File: src/rtl/load_store_unit.sv
// MEM-stage load/store initiator: word-aligned requests with byte enables,
// two-beat handling of misaligned accesses, load realignment and extension.
module load_store_unit #(
   parameter int ALLOW_SPLIT = 1
) (
   input  logic        clk,
   input  logic        reset,
   input  logic        ls_valid,
   input  logic        ls_we,
   input  logic [2:0]  ls_funct3,
   input  logic [31:0] ls_addr,
   input  logic [31:0] ls_wdata,
   output logic        ls_stall,
   output logic        ls_done,
   output logic [31:0] ls_rdata,
   output logic        ls_err,
   output logic        mem_req,
   output logic        mem_we,
   output logic [31:0] mem_addr,
   output logic [3:0]  mem_be,
   output logic [31:0] mem_wdata,
   input  logic        mem_gnt,
   input  logic        mem_rvalid,
   input  logic [31:0] mem_rdata
);

   typedef enum logic [2:0] {
      S_IDLE  = 3'd0,
      S_REQ0  = 3'd1,
      S_WAIT0 = 3'd2,
      S_REQ1  = 3'd3,
      S_WAIT1 = 3'd4,
      S_DONE  = 3'd5
   } state_t;

   state_t      r_state;

   logic [1:0]  w_off;
   logic [3:0]  w_mask;
   logic [7:0]  w_lanes;
   logic        w_split;
   logic        w_err;
   logic [63:0] w_wide;
   logic [31:0] w_base;

   // Per-access context latched on acceptance, used for beat 1 and load extension.
   logic [1:0]  r_off;
   logic [2:0]  r_f3;
   logic        r_we;
   logic        r_split;
   logic [31:0] r_addr1;
   logic [3:0]  r_be1;
   logic [31:0] r_wdata1;
   logic [31:0] r_rd0;

   assign w_off = ls_addr[1:0];

   always_comb begin
      case (ls_funct3[1:0])
         2'b00:   w_mask = 4'h1;
         2'b01:   w_mask = 4'h3;
         default: w_mask = 4'hF;
      endcase
   end

   assign w_lanes = {4'h0, w_mask} << w_off;
   assign w_split = |w_lanes[7:4];
   assign w_wide  = {32'h0, ls_wdata} << {w_off, 3'b000};
   assign w_base  = {ls_addr[31:2], 2'b00};
   assign w_err   = (ls_funct3[1:0] == 2'b11) | (ls_we & ls_funct3[2]) |
                    (w_split & (ALLOW_SPLIT == 0));

   assign ls_stall = !reset & (((r_state == S_IDLE) & ls_valid) |
                               (r_state == S_REQ0) | (r_state == S_WAIT0) |
                               (r_state == S_REQ1) | (r_state == S_WAIT1));

   // Realign the two-word window to the access offset, then extend.
   function automatic logic [31:0] f_extend(input logic [63:0] w,
                                            input logic [1:0]  off,
                                            input logic [2:0]  f3);
      logic [31:0] v;
      v = 32'(w >> {off, 3'b000});
      case (f3[1:0])
         2'b00:   f_extend = f3[2] ? {24'h0, v[7:0]}   : {{24{v[7]}}, v[7:0]};
         2'b01:   f_extend = f3[2] ? {16'h0, v[15:0]}  : {{16{v[15]}}, v[15:0]};
         default: f_extend = v;
      endcase
   endfunction

   always_ff @(posedge clk) begin
      if (reset) begin
         r_state   <= S_IDLE;
         ls_done   <= 1'b0;
         ls_rdata  <= 32'h0;
         ls_err    <= 1'b0;
         mem_req   <= 1'b0;
         mem_we    <= 1'b0;
         mem_addr  <= 32'h0;
         mem_be    <= 4'h0;
         mem_wdata <= 32'h0;
         r_off     <= 2'b00;
         r_f3      <= 3'b000;
         r_we      <= 1'b0;
         r_split   <= 1'b0;
         r_addr1   <= 32'h0;
         r_be1     <= 4'h0;
         r_wdata1  <= 32'h0;
         r_rd0     <= 32'h0;
      end else begin
         ls_done <= 1'b0;
         case (r_state)
            S_IDLE: begin
               if (ls_valid) begin
                  r_off    <= w_off;
                  r_f3     <= ls_funct3;
                  r_we     <= ls_we;
                  r_split  <= w_split;
                  r_addr1  <= w_base + 32'd4;
                  r_be1    <= w_lanes[7:4];
                  r_wdata1 <= w_wide[63:32];
                  if (w_err) begin
                     ls_done  <= 1'b1;
                     ls_err   <= 1'b1;
                     ls_rdata <= 32'h0;
                     r_state  <= S_DONE;
                  end else begin
                     mem_req   <= 1'b1;
                     mem_we    <= ls_we;
                     mem_addr  <= w_base;
                     mem_be    <= w_lanes[3:0];
                     mem_wdata <= w_wide[31:0];
                     r_state   <= S_REQ0;
                  end
               end
            end
            S_REQ0: begin
               if (mem_gnt) begin
                  mem_req <= 1'b0;
                  r_state <= S_WAIT0;
               end
            end
            S_WAIT0: begin
               if (mem_rvalid) begin
                  r_rd0 <= mem_rdata;
                  if (r_split) begin
                     mem_req   <= 1'b1;
                     mem_addr  <= r_addr1;
                     mem_be    <= r_be1;
                     mem_wdata <= r_wdata1;
                     r_state   <= S_REQ1;
                  end else begin
                     ls_done  <= 1'b1;
                     ls_err   <= 1'b0;
                     ls_rdata <= r_we ? 32'h0 : f_extend({32'h0, mem_rdata}, r_off, r_f3);
                     r_state  <= S_DONE;
                  end
               end
            end
            S_REQ1: begin
               if (mem_gnt) begin
                  mem_req <= 1'b0;
                  r_state <= S_WAIT1;
               end
            end
            S_WAIT1: begin
               if (mem_rvalid) begin
                  ls_done  <= 1'b1;
                  ls_err   <= 1'b0;
                  ls_rdata <= r_we ? 32'h0 : f_extend({mem_rdata, r_rd0}, r_off, r_f3);
                  r_state  <= S_DONE;
               end
            end
            S_DONE: begin
               r_state <= S_IDLE;
            end
            default: begin
               r_state <= S_IDLE;
            end
         endcase
      end
   end

endmodule
File: config.mk
export PLATFORM = sky130hd
export DESIGN_NAME = load_store_unit
export DESIGN_NICKNAME = d
export VERILOG_FILES = /design/src/rtl/load_store_unit.sv
export SDC_FILE = /design/constraint.sdc
export NUM_CORES = 1
export LEC_CHECK = 0
export ABC_AREA = 1
export ABC_CLOCK_PERIOD_IN_PS = 1700
export CELL_PAD_IN_SITES_DETAIL_PLACEMENT = 1
export CELL_PAD_IN_SITES_GLOBAL_PLACEMENT = 2
export CORE_MARGIN = 4
export CORE_UTILIZATION = 28
export DETAILED_ROUTE_END_ITERATION = 12
export PLACE_DENSITY_LB_ADDON = 0.1
export SLEW_MARGIN = 0
export SYNTH_ARGS = -nofsm -noshare
export SYNTH_HDL_FRONTEND = slang
export SYNTH_SLANG_ARGS = --single-unit
File: constraint.sdc
create_clock -name clk -period 1.7 [get_ports clk]
set_input_delay 0.255 -clock clk [delete_from_list [all_inputs] [get_ports clk]]
set_output_delay 0.255 -clock clk [all_outputs]
set_load 0.05 [all_outputs]
==> flow_summary.json <==
{
  "cp.arrival_ns": 1.56,
  "multi_input_area_mm2": 0.006664,
  "crit_end": "ls_stall",
  "endpoint_kind": "output port",
  "clockRootBuffer": "clkbuf_16",
  "drv_cap": 0,
  "outcome": "finished, violations left",
  "die_area_mm2": 0.04282,
  "netSwitchingFraction_pct": 44.78,
  "reg2reg_depth": 12,
  "hpwl_um": 35930,
  "grt_pass1_wl_um": 77220,
  "synth_edf_count": 0,
  "grt_max_degree": 104,
  "p_sw_w": 0.01307,
  "maxSlewHeadroom_pct": 52.64,
  "ant_nets": 0,
  "avgSynthCellArea_um2": 6.373,
  "clk_latency_ns": 0.56,
  "synthArstFlopShare_pct": 0,
  "drc": 0,
  "path_class": "reg -> out",
  "core-area_mm2": 0.03892,
  "start_util_pct": 28.48,
  "die_w_um": 206.9,
  "grt_setup_unrepaired": "yes",
  "r2r-end": "mem_addr[2]",
  "io-pin-count": 210,
  "combPwrFrac_pct": 54.7,
  "crit_fanout": 3,
  "cts.sinks": 201,
  "antennaDiodeCount": 0,
  "hold_ws_ns": 0.1432,
  "synth_seq_area_share_pct": 36.31,
  "reg2reg_from": "r_state[0]",
  "synth_area_mm2": 0.01108,
  "startpoint_type": "register",
  "synth_top_cells_by_count": "524 x nand2_1, 201 x dfxtp_1, 185 x o21ai_0, 172 x a21oi_1, 140 x inv_1",
  "port_buffers": 207,
  "routed_wl_um": 51930,
  "rows": 72,
  "cts_tree": "yes",
  "power_density_mw_per_mm2": 1698,
  "avgViaCountPerCell": 5.001,
  "synth.distinct_cells": 45,
  "min_period_ns": 1.814,
  "antenna_found_initial": 1,
  "syn_inst": 1739,
  "power_frac_seq_pct": 24.2,
  "grt_pass1_vias": 13310,
  "setup_tns_ns": -3.606,
  "syn2layout_area_growth_pct": 55.10,
  "ys.flop_type": "dfxtp_1",
  "final_util_pct": 44.16,
  "post-synth-top-count-cell": "nand2_1",
  "ir_drop_mv": 1.098,
  "cts.path.max_buffers": 3,
  "grt-ovfl-total": 0,
  "wl_per_cell_um": 19.77,
  "tightest_slew_ns": 0.7104,
  "grt_usage_pct": 22.86,
  "dieHeight_um": 206.9,
  "htree_levels": 1,
  "drive_gt1_share_pct": 28.23,
  "rrSetupSlack_ns": -0.09,
  "globalplace.congestion": 0.8629,
  "period_share_pct": 106.7,
  "area.sequential_mm2": 0.004036,
  "drt_iter0_drc": 606,
  "hold_viol": 0,
  "synth_top_area_share_pct": 36.31,
  "cts_hold_buffers": 0,
  "clkTransAtPathRegs_ns": 0.06,
  "synth-seq-cells": 201,
  "nets": 2194,
  "num_vias": 13130,
  "setup_ws_ns": -0.1136,
  "p_int_w": 0.01612,
  "slew_viol_final": 0,
  "clkPwrFrac_pct": 21.1,
  "power.leakage_nw": 7.501,
  "dp_slack_ns": -0.5630,
  "min_path_type": "in -> reg",
  "yosysTopAreaCell": "dfxtp_1",
  "max_freq_ghz": 0.5514,
  "violations": "negative setup slack",
  "crit_required_ns": 1.44,
  "netlist_top_cells_area": "dfxtp_1 36%, nand2_1 18%, o21ai_0 8.4%, a21oi_1 7.8%, nand3_1 6.1%",
  "setup_viol": 76,
  "fillCellCount": 4883,
  "crit_path_start": "r_state[0]",
  "yosysWarningCount": 0,
  "clock_skew_ns": 0.01260,
  "first_pass_iters": 5,
  "cts_buffers": 26
}
[layout make-up]
class | count | share of cell area (%)
multi-input combinational | 1262 | 38.77
inverter | 151 | 3.400
clock buffer | 35 | 4.339
sequential | 201 | 23.48
clock inverter | 13 | 1.172
tap | 518 | 3.771
timing repair buffer | 446 | 25.06
[critical path, cell delays in order (launching register included)]
cell     delay (ns)
dfxtp_4        0.38
inv_4          0.05
nand2_4        0.08
nor2_4         0.06
buf_6          0.11
a21oi_4        0.15
buf_12         0.16
[registers in the layout (all words and copies together), names as in the netlist]
| name | flops |
|---|---|
| ls_rdata | 32 |
| mem_wdata | 32 |
| r_rd0 | 32 |
| mem_addr | 30 |
| r_addr1 | 30 |
| r_wdata1 | 24 |
| mem_be | 4 |
| r_be1 | 3 |
| r_f3 | 3 |
| r_state | 3 |
| r_off | 2 |
| ls_done | 1 |
| ls_err | 1 |
| mem_req | 1 |
| mem_we | 1 |
| r_split | 1 |
| r_we | 1 |
[kinds of logic after synthesis]
logic type / Yosys count / share of synthesized area [%]
XOR/XNOR: 10 / 0.7904
flip-flops: 201 / 36.31
adder cells (fa/ha/maj): 1 / 0.1129
buffers and inverters: 278 / 10.29
AND/OR/NAND/NOR: 786 / 29.86
AO/OA/AOI/OAI: 462 / 22.60
other: 1 / 0.03384
[metal layers]
layer,wire length [µm],vias to the layer above,global-route usage (%)
li1,-,6440,-
met1,22940,6400,29.76
met2,25090,222,39.29
met3,2191,69,3.234
met4,1696,2,7.224
met5,13,-,0
[layout by cell type (no fill, tap or decap), types with 4 or more instances in the layout]
master             n
o21ai_1           23
nand2_4           15
clkbuf_8           4
clkbuf_1           4
clkbuf_16         35
inv_4              4
o21ai_0          122
o21a_1             7
nor3_1            12
or2_2             13
nand3b_1           5
buf_4            274
nand3_4            4
nand2_2           30
a22oi_1            8
nand3_2           17
nor2_4             7
nand2_1          483
o21ai_2           47
a21oi_1          127
nand4_1           11
buf_6             21
inv_1            138
bufinv_16          5
inv_2              6
a31oi_1           49
o211ai_1          23
buf_12            30
clkdlybuf4s50_1  102
buf_8              7
nor2_1            59
clkinv_2           4
nor3_2             4
dfxtp_1          197
a21oi_2           44
xor2_1             9
nand3_1          120
[worst min path at each step]
stage / cells after the start / end / startpoint
2_1_floorplan: 2 / r_rd0[0] / mem_rdata[0]
5_1_grt: 5 / r_wdata1[16] / ls_addr[0]
4_1_cts: 5 / r_wdata1[16] / ls_addr[0]
3_5_place_dp: 2 / r_addr1[3] / r_addr1[3]
6_report: 5 / r_wdata1[16] / ls_addr[0]
3_3_place_gp: 2 / r_addr1[2] / r_addr1[2]
[metrics by stage]
step / power, W / std cells / area, µm²
global route: 0.03082 / 2626 / 17190
CTS: 0.02758 / 2600 / 16100
global placement: 0.01991 / 2536 / 14740
floorplan: 0.01451 / 1740 / 11090
finish: 0.02919 / 2626 / 17190
detailed placement: 0.02005 / 2536 / 14740
[what timing repair did]
action | in CTS | in global routing
gates cloned | 5 | 11
pin swaps | 4 | 34
buffers inserted | 11 | 19
resized for setup | 51 | 270
endpoints found under the setup margin | 105 | 136
[power groups by stage]
| stage | clock network (W) | registers [W] | logic [W] |
|---|---|---|---|
| 6_report | 0.00617 | 0.00705 | 0.0160 |
| 3_3_place_gp | 0 | 0.00695 | 0.0130 |
| 5_1_grt | 0.00653 | 0.00722 | 0.0171 |
| 3_5_place_dp | 0 | 0.00696 | 0.0131 |
| 4_1_cts | 0.00632 | 0.00692 | 0.0143 |
| 2_1_floorplan | 0 | 0.00941 | 0.00510 |
Power figures use the tool's default switching activity.
